## config.mk

```make
export PLATFORM = sky130hd
export DESIGN_NAME = crc32_stream_flat
export DESIGN_NICKNAME = d
export VERILOG_FILES = /design/src/rtl/crc_pkg.sv /design/src/rtl/crc32_stream_if.sv /design/src/rtl/crc32_byte_step.sv /design/src/rtl/crc32_stream.sv /design/src/flat_wrapper.sv
export SDC_FILE = /design/constraint.sdc
export NUM_CORES = 1
export LEC_CHECK = 0
export CAP_MARGIN = 20
export CORE_AREA = 2 2 164 118
export DETAILED_ROUTE_END_ITERATION = 8
export DIE_AREA = 0 0 166 120
export PLACE_DENSITY = 0.76
export SLEW_MARGIN = 20
export SYNTH_ARGS = -nofsm -noshare
export SYNTH_HDL_FRONTEND = slang
export SYNTH_HIERARCHICAL = 1
export SYNTH_SLANG_ARGS = --single-unit
```

## constraint.sdc

```tcl
create_clock -name clk -period 9.9 [get_ports clk]
set_input_delay 1.98 -clock clk [delete_from_list [all_inputs] [get_ports clk]]
set_output_delay 1.98 -clock clk [all_outputs]
set_load 0.03 [all_outputs]
```

## src/rtl/crc_pkg.sv

```systemverilog
// rtl/crc_pkg.sv - shared constants, bit-reflection helpers and FSM states for the CRC engine
package crc_pkg;

    localparam logic [31:0] CRC32_POLY    = 32'h04C11DB7;
    localparam logic [31:0] CRC32_INIT    = 32'hFFFFFFFF;
    localparam logic [31:0] CRC32_XOR_OUT = 32'hFFFFFFFF;
    localparam logic [31:0] CRC32_RESIDUE = 32'hDEBB20E3;

    typedef enum logic [1:0] {
        ST_IDLE = 2'd0,
        ST_ACC  = 2'd1,
        ST_DONE = 2'd2
    } crc_state_t;

    function automatic logic [7:0] reflect8(input logic [7:0] b);
        logic [7:0] r;
        for (int i = 0; i < 8; i++) begin
            r[i] = b[7-i];
        end
        return r;
    endfunction

    // Full-word reflection is just the byte order swapped with each byte reflected.
    function automatic logic [31:0] reflect32(input logic [31:0] w);
        return {reflect8(w[7:0]), reflect8(w[15:8]), reflect8(w[23:16]), reflect8(w[31:24])};
    endfunction

endpackage

```

## src/rtl/crc32_stream_if.sv

```systemverilog
// rtl/crc32_stream_if.sv - framed beat input and held result output of the CRC engine
interface crc32_stream_if #(
    parameter int DATA_W = 32
) ();

    logic                  s_valid;
    logic                  s_ready;
    logic [DATA_W-1:0]     s_data;
    logic [DATA_W/8-1:0]   s_keep;
    logic                  s_first;
    logic                  s_last;

    logic                  m_valid;
    logic                  m_ready;
    logic [31:0]           m_crc;
    logic                  m_match;

    modport master (
        output s_valid, s_data, s_keep, s_first, s_last, m_ready,
        input  s_ready, m_valid, m_crc, m_match
    );

    modport slave (
        input  s_valid, s_data, s_keep, s_first, s_last, m_ready,
        output s_ready, m_valid, m_crc, m_match
    );

endinterface

```

## src/rtl/crc32_byte_step.sv

```systemverilog
// rtl/crc32_byte_step.sv - one byte of bit-serial CRC division, combinational
module crc32_byte_step
    import crc_pkg::*;
#(
    parameter logic [31:0] POLY    = CRC32_POLY,
    parameter bit          REFLECT = 1'b1
) (
    input  logic [31:0] crc_i,
    input  logic [7:0]  data_i,
    output logic [31:0] crc_o
);

    // A reflected register shifts right against the mirrored polynomial.
    localparam logic [31:0] POLY_R = reflect32(POLY);

    logic [31:0] c;

    always_comb begin
        c = crc_i;
        if (REFLECT) begin
            c = c ^ {24'd0, data_i};
            for (int b = 0; b < 8; b++) begin
                c = c[0] ? ((c >> 1) ^ POLY_R) : (c >> 1);
            end
        end else begin
            c = c ^ {data_i, 24'd0};
            for (int b = 0; b < 8; b++) begin
                c = c[31] ? ((c << 1) ^ POLY) : (c << 1);
            end
        end
        crc_o = c;
    end

endmodule

```

## src/rtl/crc32_stream.sv

```systemverilog
// rtl/crc32_stream.sv - streaming framed CRC generator/checker with keep lanes and held result
module crc32_stream
    import crc_pkg::*;
#(
    parameter int          DATA_W  = 32,
    parameter logic [31:0] POLY    = CRC32_POLY,
    parameter logic [31:0] INIT    = CRC32_INIT,
    parameter logic [31:0] XOR_OUT = CRC32_XOR_OUT,
    parameter bit          REFLECT = 1'b1,
    parameter logic [31:0] RESIDUE = CRC32_RESIDUE
) (
    input  logic           clk,
    input  logic           rst_n,
    crc32_stream_if.slave  bus,
    output logic [15:0]    abort_cnt
);

    localparam int NB = DATA_W / 8;

    crc_state_t  state_q, state_d;
    logic [31:0] crc_q, crc_d;
    logic [31:0] m_crc_q, m_crc_d;
    logic        m_match_q, m_match_d;
    logic        m_valid_q, m_valid_d;
    logic [15:0] abort_q, abort_d;

    logic        s_ready;
    logic        accept;
    logic        seed;
    logic [31:0] seed_crc;
    logic [31:0] crc_next;

    assign s_ready  = (state_q != ST_DONE) || bus.m_ready;
    assign accept   = bus.s_valid && s_ready;
    // Any beat that opens a frame, or restarts one via s_first, ignores the running value.
    assign seed     = (state_q != ST_ACC) || bus.s_first;
    assign seed_crc = seed ? INIT : crc_q;

    for (genvar i = 0; i < NB; i++) begin : g_lane
        logic [31:0] crc_in;
        logic [31:0] crc_step;
        logic [31:0] crc_out;

        if (i == 0) begin : g_head
            assign crc_in = seed_crc;
        end else begin : g_link
            assign crc_in = g_lane[i-1].crc_out;
        end

        crc32_byte_step #(
            .POLY    (POLY),
            .REFLECT (REFLECT)
        ) u_step (
            .crc_i  (crc_in),
            .data_i (bus.s_data[8*i +: 8]),
            .crc_o  (crc_step)
        );

        assign crc_out = bus.s_keep[i] ? crc_step : crc_in;
    end

    assign crc_next = g_lane[NB-1].crc_out;

    always_comb begin
        state_d   = state_q;
        crc_d     = crc_q;
        m_crc_d   = m_crc_q;
        m_match_d = m_match_q;
        m_valid_d = m_valid_q;
        abort_d   = abort_q;

        if (accept) begin
            crc_d = crc_next;
            if ((state_q == ST_ACC) && bus.s_first && (abort_q != 16'hFFFF)) begin
                abort_d = abort_q + 16'd1;
            end
            if (bus.s_last) begin
                state_d   = ST_DONE;
                m_valid_d = 1'b1;
                m_crc_d   = crc_next ^ XOR_OUT;
                m_match_d = (crc_next == RESIDUE);
            end else begin
                state_d   = ST_ACC;
                m_valid_d = 1'b0;
            end
        end else if ((state_q == ST_DONE) && bus.m_ready) begin
            state_d   = ST_IDLE;
            m_valid_d = 1'b0;
        end
    end

    always_ff @(posedge clk or negedge rst_n) begin
        if (!rst_n) begin
            state_q   <= ST_IDLE;
            crc_q     <= INIT;
            m_crc_q   <= 32'd0;
            m_match_q <= 1'b0;
            m_valid_q <= 1'b0;
            abort_q   <= 16'd0;
        end else begin
            state_q   <= state_d;
            crc_q     <= crc_d;
            m_crc_q   <= m_crc_d;
            m_match_q <= m_match_d;
            m_valid_q <= m_valid_d;
            abort_q   <= abort_d;
        end
    end

    assign bus.s_ready = s_ready;
    assign bus.m_valid = m_valid_q;
    assign bus.m_crc   = m_crc_q;
    assign bus.m_match = m_match_q;
    assign abort_cnt   = abort_q;

endmodule

```

## src/flat_wrapper.sv

```systemverilog
// flat-port wrapper written by rule: the top's interface ports become plain ports
module crc32_stream_flat import crc_pkg::*;
#(
    parameter int          DATA_W  = 32,
    parameter logic [31:0] POLY    = CRC32_POLY,
    parameter logic [31:0] INIT    = CRC32_INIT,
    parameter logic [31:0] XOR_OUT = CRC32_XOR_OUT,
    parameter bit          REFLECT = 1'b1,
    parameter logic [31:0] RESIDUE = CRC32_RESIDUE
)
  (clk, rst_n, abort_cnt, bus_s_valid, bus_s_data, bus_s_keep, bus_s_first, bus_s_last, bus_m_ready, bus_s_ready, bus_m_valid, bus_m_crc, bus_m_match);
  crc32_stream_if #(.DATA_W(DATA_W)) bus_i ();
  input  logic clk;
  input  logic rst_n;
  output logic [15:0] abort_cnt;
  input wire logic [$bits(bus_i.s_valid)-1:0] bus_s_valid;
  input wire logic [$bits(bus_i.s_data)-1:0] bus_s_data;
  input wire logic [$bits(bus_i.s_keep)-1:0] bus_s_keep;
  input wire logic [$bits(bus_i.s_first)-1:0] bus_s_first;
  input wire logic [$bits(bus_i.s_last)-1:0] bus_s_last;
  input wire logic [$bits(bus_i.m_ready)-1:0] bus_m_ready;
  output wire logic [$bits(bus_i.s_ready)-1:0] bus_s_ready;
  output wire logic [$bits(bus_i.m_valid)-1:0] bus_m_valid;
  output wire logic [$bits(bus_i.m_crc)-1:0] bus_m_crc;
  output wire logic [$bits(bus_i.m_match)-1:0] bus_m_match;
  assign bus_i.s_valid = bus_s_valid;
  assign bus_i.s_data = bus_s_data;
  assign bus_i.s_keep = bus_s_keep;
  assign bus_i.s_first = bus_s_first;
  assign bus_i.s_last = bus_s_last;
  assign bus_i.m_ready = bus_m_ready;
  assign bus_s_ready = bus_i.s_ready;
  assign bus_m_valid = bus_i.m_valid;
  assign bus_m_crc = bus_i.m_crc;
  assign bus_m_match = bus_i.m_match;
  crc32_stream #(.DATA_W(DATA_W), .POLY(POLY), .INIT(INIT), .XOR_OUT(XOR_OUT), .REFLECT(REFLECT), .RESIDUE(RESIDUE)) u_core (.clk(clk), .rst_n(rst_n), .bus(bus_i), .abort_cnt(abort_cnt));
endmodule
```

==> flow_summary.json, run 1 <==
{
  "status": "finished clean",
  "ioPinCount": 93,
  "tightest_slew_ns": 0.934,
  "path_max_fanout": 12,
  "rows": 42,
  "final_core_utilization_pct": 56.0,
  "fin_crit_sh_pct": 93.5,
  "synth-seq-cells": 83,
  "timing.rr.end": "u_core/bus.m_match",
  "clockBufferDepth": 2,
  "cp-end-kind": "flop",
  "synth-seq-area-share_pct": 23.6,
  "coreArea_um2": 18400,
  "firstDrtPassIters": 6,
  "setup_viol": 0,
  "synth_cell_types": 43,
  "fin_tns_setup_ns": 0,
  "io_buffer_count": 92,
  "hp-class": "flop to flop",
  "worstSkewPairLatency_ns": 0.34,
  "crit_start": "bus_s_first",
  "cts_buffers": 9,
  "dp_hpwl_um": 21100,
  "grt_use_total_pct": 27.3,
  "drt_wl_total_um": 27000,
  "synth_enable_flop_cells": 0,
  "die_x_um": 166,
  "final.setup_skew_ns": 0.00821,
  "path_class": "input pin to flop",
  "vias": 6965,
  "drc_errors": 0,
  "cts_setup_buffers": 0,
  "grt_start_max_net_pins": 84,
  "critPathRequiredTime_ns": 10.13,
  "tritoncts": "built",
  "grt_pass1_wl_um": 41000,
  "die_area_um2": 19900,
  "drtAntennaViolNets": 0,
  "clock_sinks": 83,
  "drtIter0Drc": 859,
  "synth_fp_nets": 975,
  "fmax_ghz": 0.108,
  "area_growth_pct": 15.3,
  "rr_worst_depth": 27,
  "rsz0062_at_grt": "no",
  "cts-root-buf": "clkbuf_16",
  "ys.flop_type": "dfrtp_1",
  "yosys-top-cells-count": "xnor2_1, nand2_1, xor2_1",
  "rrSetupSlack_ns": 2.28,
  "wl_per_cell_um": 21.7,
  "synth_top_area_share_pct": 17.5,
  "netlist_area_um2": 8970,
  "yosys_warnings": 6,
  "start_util_pct": 48.6,
  "n_antenna_cell": 0,
  "via_per_inst": 5.58,
  "grt_pass1_vias": 6779,
  "die-height_um": 120,
  "cts_resized": 0,
  "yosysMostFrequentCell": "xnor2_1",
  "cts.clk_slew.worst_paths_ns": 0.06,
  "syn_inst": 932,
  "maxSlewHeadroom_pct": 37.7,
  "antenna_found_initial": 0,
  "fin_crit_ns": 9.25,
  "hold_viol_final": 0,
  "hold_buffers": 0,
  "htree_levels": 3,
  "fill_cells": 1640,
  "drive_above_1_share_pct": 17.3,
  "grt-ovfl-total": 0,
  "num-nets-final": 1044,
  "crit_end": "u_core/bus.m_match",
  "cp_data_arrival_time_ns": 9.48,
  "maxCapViolCount": 0,
  "maxSlewViolCount": 0,
  "syn-mean-instance-area_um2": 9.62,
  "reg2reg_from": "u_core/state_q[1]",
  "synth.area.top_cells": "xnor2_1, dfrtp_1, dfstp_2",
  "routabilityCongestion": 0.942,
  "cp-start-kind": "input pin",
  "async_flop_share_pct": 100,
  "synth_largest_area_cell": "xnor2_1"
}
==> per-stage QoR <==
| step | instance area [µm²] | hold WS [ns] | worst slack [ns] | cells |
|---|---|---|---|---|
| after detailed placement | 10100 | 0.478 | 0.219 | 1232 |
| after floorplan | 8970 | 0.465 | 1.81 | 932 |
| after CTS | 10300 | 0.494 | 0.526 | 1248 |
| after global routing | 10300 | 0.514 | 0.184 | 1248 |
| final | 10300 | 0.491 | 0.648 | 1248 |
| after global placement | 10100 | 0.477 | 0.264 | 1232 |
==> worst max-delay path: stages <==
cell	delay [ns]
clkdlybuf4s50_1	0.47
nor3b_4	0.48
nand2b_1	0.23
xnor2_4	0.37
xor2_1	0.41
xor2_1	0.40
xor2_1	0.18
nor2b_1	0.07
a21oi_1	0.31
xnor2_4	0.24
xnor2_1	0.13
xnor2_1	0.15
xnor2_1	0.31
a21o_1	0.21
xor2_2	0.42
xor2_2	0.34
xnor2_1	0.18
xnor2_1	0.14
nor2b_1	0.07
a21oi_2	0.29
xor2_2	0.44
xor2_2	0.39
xnor2_1	0.22
xor3_1	0.20
mux2i_1	0.13
nor4_1	0.29
nand4_1	0.12
o31ai_1	0.29
==> logic make-up after synthesis <==
family | after synthesis | share of synthesized area, %
xor gates and xnor gates | 299 | 38.6
and+or+nand+nor | 214 | 11.7
AOI/OAI and AO/OA | 177 | 13.6
buffers and inverters | 93 | 4.52
DFF | 83 | 23.6
muxes | 65 | 7.90
adders and majority gates | 1 | 0.140
==> flip-flops by register name, indices dropped and copies added (netlist names) <==
register,count
u_core/bus.m_match,1
u_core/state_q,2
u_core/crc_q,32
u_core/abort_cnt,16
u_core/bus.m_crc,32
==> routing by layer <==
layer / routed length (µm) / part of all wire, % / global-route usage [%] / vias to the layer above
met4: 648 / 2.4 / 8.10 / 0
met2: 11300 / 42 / 39.7 / 287
met5: 0 / 0 / 0 / -
li1: - / - / - / 3259
met1: 12800 / 47 / 41.0 / 3383
met3: 2240 / 8.3 / 5.34 / 36
==> area by class of cell <==
cell class                      count  area [µm²]  share of cell area [%]
Multi-Input combinational cell    756        6450                    62.4
Sequential cell                    83        2120                    20.5
Timing Repair Buffer              109        1030                    10.0
Tap cell                          242         303                    2.93
Clock buffer                       11         233                    2.25
Inverter                           42         158                    1.53
Clock inverter                      5        37.5                   0.363
==> layout by cell type, fill, tap and decap left out, types with 19 or more instances in the layout <==
| master | synthesis | final |
|---|---|---|
| inv_1 | 42 | 42 |
| a21o_1 | 26 | 26 |
| mux2_2 | 46 | 46 |
| nor2b_1 | 34 | 34 |
| a21oi_1 | 47 | 46 |
| nand2_1 | 81 | 81 |
| xnor2_4 | 24 | 24 |
| dfrtp_1 | 51 | 51 |
| clkdlybuf4s50_1 | 0 | 88 |
| xnor2_1 | 179 | 179 |
| mux2i_1 | 19 | 19 |
| xor2_1 | 56 | 56 |
| dfstp_2 | 32 | 32 |
| o21ai_0 | 32 | 32 |
| nand2b_1 | 32 | 32 |
| nor2_1 | 39 | 39 |
==> how the worst min path moves through the flow <==
stage                               from  slack, ns  cells after the start                   end
floorplan                u_core/crc_q[0]       0.46                      2       u_core/crc_q[0]
global placement     u_core/bus.m_crc[2]       0.48                      2   u_core/bus.m_crc[2]
detailed placement  u_core/bus.m_crc[12]       0.48                      2  u_core/bus.m_crc[12]
CTS                  u_core/abort_cnt[7]       0.49                      1   u_core/abort_cnt[7]
global route         u_core/abort_cnt[7]       0.51                      1   u_core/abort_cnt[7]
finish               u_core/abort_cnt[6]       0.49                      1   u_core/abort_cnt[6]
Power of run 1 is left out: the tool's default activity adds up to more than one toggle a clock period on the data nets, which glitch-free logic cannot reach.
==> run 2: changes to the inputs <==
CTS_CLUSTER_SIZE = 40   (was unset)
==> results of run 2 <==
No change in the layout: final DEF, timing and power equal those of run 1.
Power of run 2 is left out for the same reason.
==> run 3: changes to the inputs <==
ABC_AREA = 1   (was unset)
CORE_AREA = 2 2 176 126   (was 2 2 164 118)
DIE_AREA = 0 0 178 128   (was 0 0 166 120)
==> flow_summary.json, run 3 <==
{
  "status": "finished clean",
  "critPathRequiredTime_ns": 10.18,
  "synth-seq-area-share_pct": 20.4,
  "holdPathEnd": "u_core/bus.m_crc[19]",
  "reg2reg_from": "u_core/state_q[1]",
  "yosys-top-cells-count": "nand2_1, inv_1, xor2_1",
  "drive_above_1_share_pct": 14.3,
  "cpMaxStageDelayCell": "clkdlybuf4s50_1",
  "grt_use_total_pct": 30.3,
  "setup_viol": 0,
  "cp-end-kind": "flop",
  "async_flop_share_pct": 100,
  "hold_depth": 2,
  "cp_data_arrival_time_ns": 8.73,
  "drc_errors": 0,
  "clockBufferDepth": 2,
  "wl_per_cell_um": 17.6,
  "area_growth_pct": 13.4,
  "final.setup_skew_ns": 0.00823,
  "die_area_um2": 22800,
  "dp_hpwl_um": 28100,
  "timing.rr.end": "u_core/bus.m_match",
  "yosysMostFrequentCell": "nand2_1",
  "start_util_pct": 48.8,
  "maxCapViolCount": 0,
  "synth_top_family_by_area": "simple AND/OR/NAND/NOR gates",
  "cts_resized": 0,
  "htree_levels": 3,
  "fill_cells": 2102,
  "rrSetupSlack_ns": 2.99,
  "fmax_ghz": 0.118,
  "die-height_um": 128,
  "hold_buffers": 0,
  "worst_path_most_repeated_cell": "nand2_1",
  "vias": 10402,
  "drtIter0Drc": 1354,
  "tritoncts": "built",
  "clock_sinks": 83,
  "cp-start-kind": "input pin",
  "grt_start_max_net_pins": 84,
  "synth_enable_flop_cells": 0,
  "fin_tns_setup_ns": 0,
  "max_stage_delay_ns": 0.48,
  "hp-class": "flop to flop",
  "fin_crit_sh_pct": 85.4,
  "crit_start": "bus_s_first",
  "synth_fp_nets": 1663,
  "synthSimpleGateAreaFrac_pct": 45.2,
  "path_max_fanout": 39,
  "final_common_cell": "nand2_1",
  "drt_wl_total_um": 34700,
  "num-nets-final": 1727,
  "path_class": "input pin to flop",
  "grt_pass1_wl_um": 52400,
  "firstDrtPassIters": 5,
  "antenna_found_initial": 0,
  "peakVddDrop_uv": 252,
  "coreArea_um2": 21200,
  "syn_inst": 1620,
  "synth_cell_types": 39,
  "maxSlewViolCount": 0,
  "ioPinCount": 93,
  "worstSkewPairLatency_ns": 0.34,
  "routabilityCongestion": 1.02,
  "rows": 45,
  "synth_largest_area_cell": "nand2_1",
  "synth_top_area_share_pct": 21.6,
  "rsz0062_at_grt": "no",
  "hold_start": "u_core/bus.m_crc[19]",
  "syn-mean-instance-area_um2": 6.40,
  "cts_setup_buffers": 0,
  "p_per_area_nw_per_um2": 392,
  "synthXorXnorAreaFrac_pct": 21.7,
  "synth_fa_ha_area_share_pct": 0.121,
  "fin_crit_ns": 8.45,
  "cts-root-buf": "clkbuf_16",
  "ys.flop_type": "dfrtp_1",
  "cts.clk_slew.worst_paths_ns": 0.06,
  "synth.area.mux_share_pct": 0,
  "via_per_inst": 5.27,
  "layout_common_cells": "nand2_1, inv_1, xor2_1, nand3_1, clkdlybuf4s50_1",
  "synth-seq-cells": 83,
  "io_buffer_count": 92,
  "tightest_slew_ns": 1.00,
  "cts_buffers": 9,
  "rr_worst_depth": 46,
  "synth.area.top_cells": "nand2_1, xor2_1, dfrtp_1",
  "yosys_warnings": 6,
  "grt-ovfl-total": 0,
  "drtAntennaViolNets": 0,
  "netlist_area_um2": 10400,
  "synth_compound_area_share_pct": 2.80,
  "die_x_um": 178,
  "holdWs_ns": 0.477,
  "hold_viol_final": 0,
  "grt_pass1_vias": 9279,
  "maxSlewHeadroom_pct": 33.0,
  "leakage_uw": 0.00624
}
[run 3: worst max-delay path by stage]
stage | cells after the start | endpoint
CTS | 48 | u_core/bus.m_match
floorplan | 49 | u_core/bus.m_match
detailed placement | 45 | u_core/bus.m_match
finish | 45 | u_core/bus.m_match
global placement | 45 | u_core/bus.m_match
global route | 49 | u_core/bus.m_match
[run 3: final cells by class]
cell class	count	area [µm²]	area share, %
clock buffers	12	246	2.10
clock inverters	4	51.3	0.436
inverters	214	813	6.92
repair buffers	95	945	8.04
flip-flops and latches	83	2120	18.0
multi-input cells	1281	7230	61.5
diodes	1	2.50	0.0213
well taps	282	353	3.00
[run 3: critical path, delay by kind of cell]
kind | cells | cell delay [ns]
and+or+nand+nor | 28 | 3.78
buffers and inverters | 9 | 1.53
xor gates and xnor gates | 8 | 1.45
[run 3: report_power, final]
part           internal (µW)  switching (µW)
registers                526            82.3
clock network            202             130
logic                   1300            2370
[run 3: cell families after synthesis]
group | after synthesis
simple gates | 989
compound gates | 57
xor+xnor | 234
buf+inv | 256
flops | 83
fa+ha+maj | 1
[run 3: per-stage QoR]
stage	cell area, µm²	setup WS [ns]	power (µW)	cells	util [%]
finish	11800	1.45	4600	1972	55.4
global route	11800	1.01	4940	1971	55.4
CTS	11700	1.64	4520	1971	55.3
detailed placement	11500	1.30	4160	1955	53.9
global placement	11500	1.32	4120	1955	53.9
floorplan	10400	2.92	3220	1620	-
[run 3: routing by layer]
layer / global-route usage [%] / part of all wire (%)
met3: 5.01 / 9.2
met4: 6.22 / 1.7
met5: 0 / 0
met2: 42.8 / 40
met1: 47.6 / 49
Note: power is estimated with default switching activity, not from simulation.
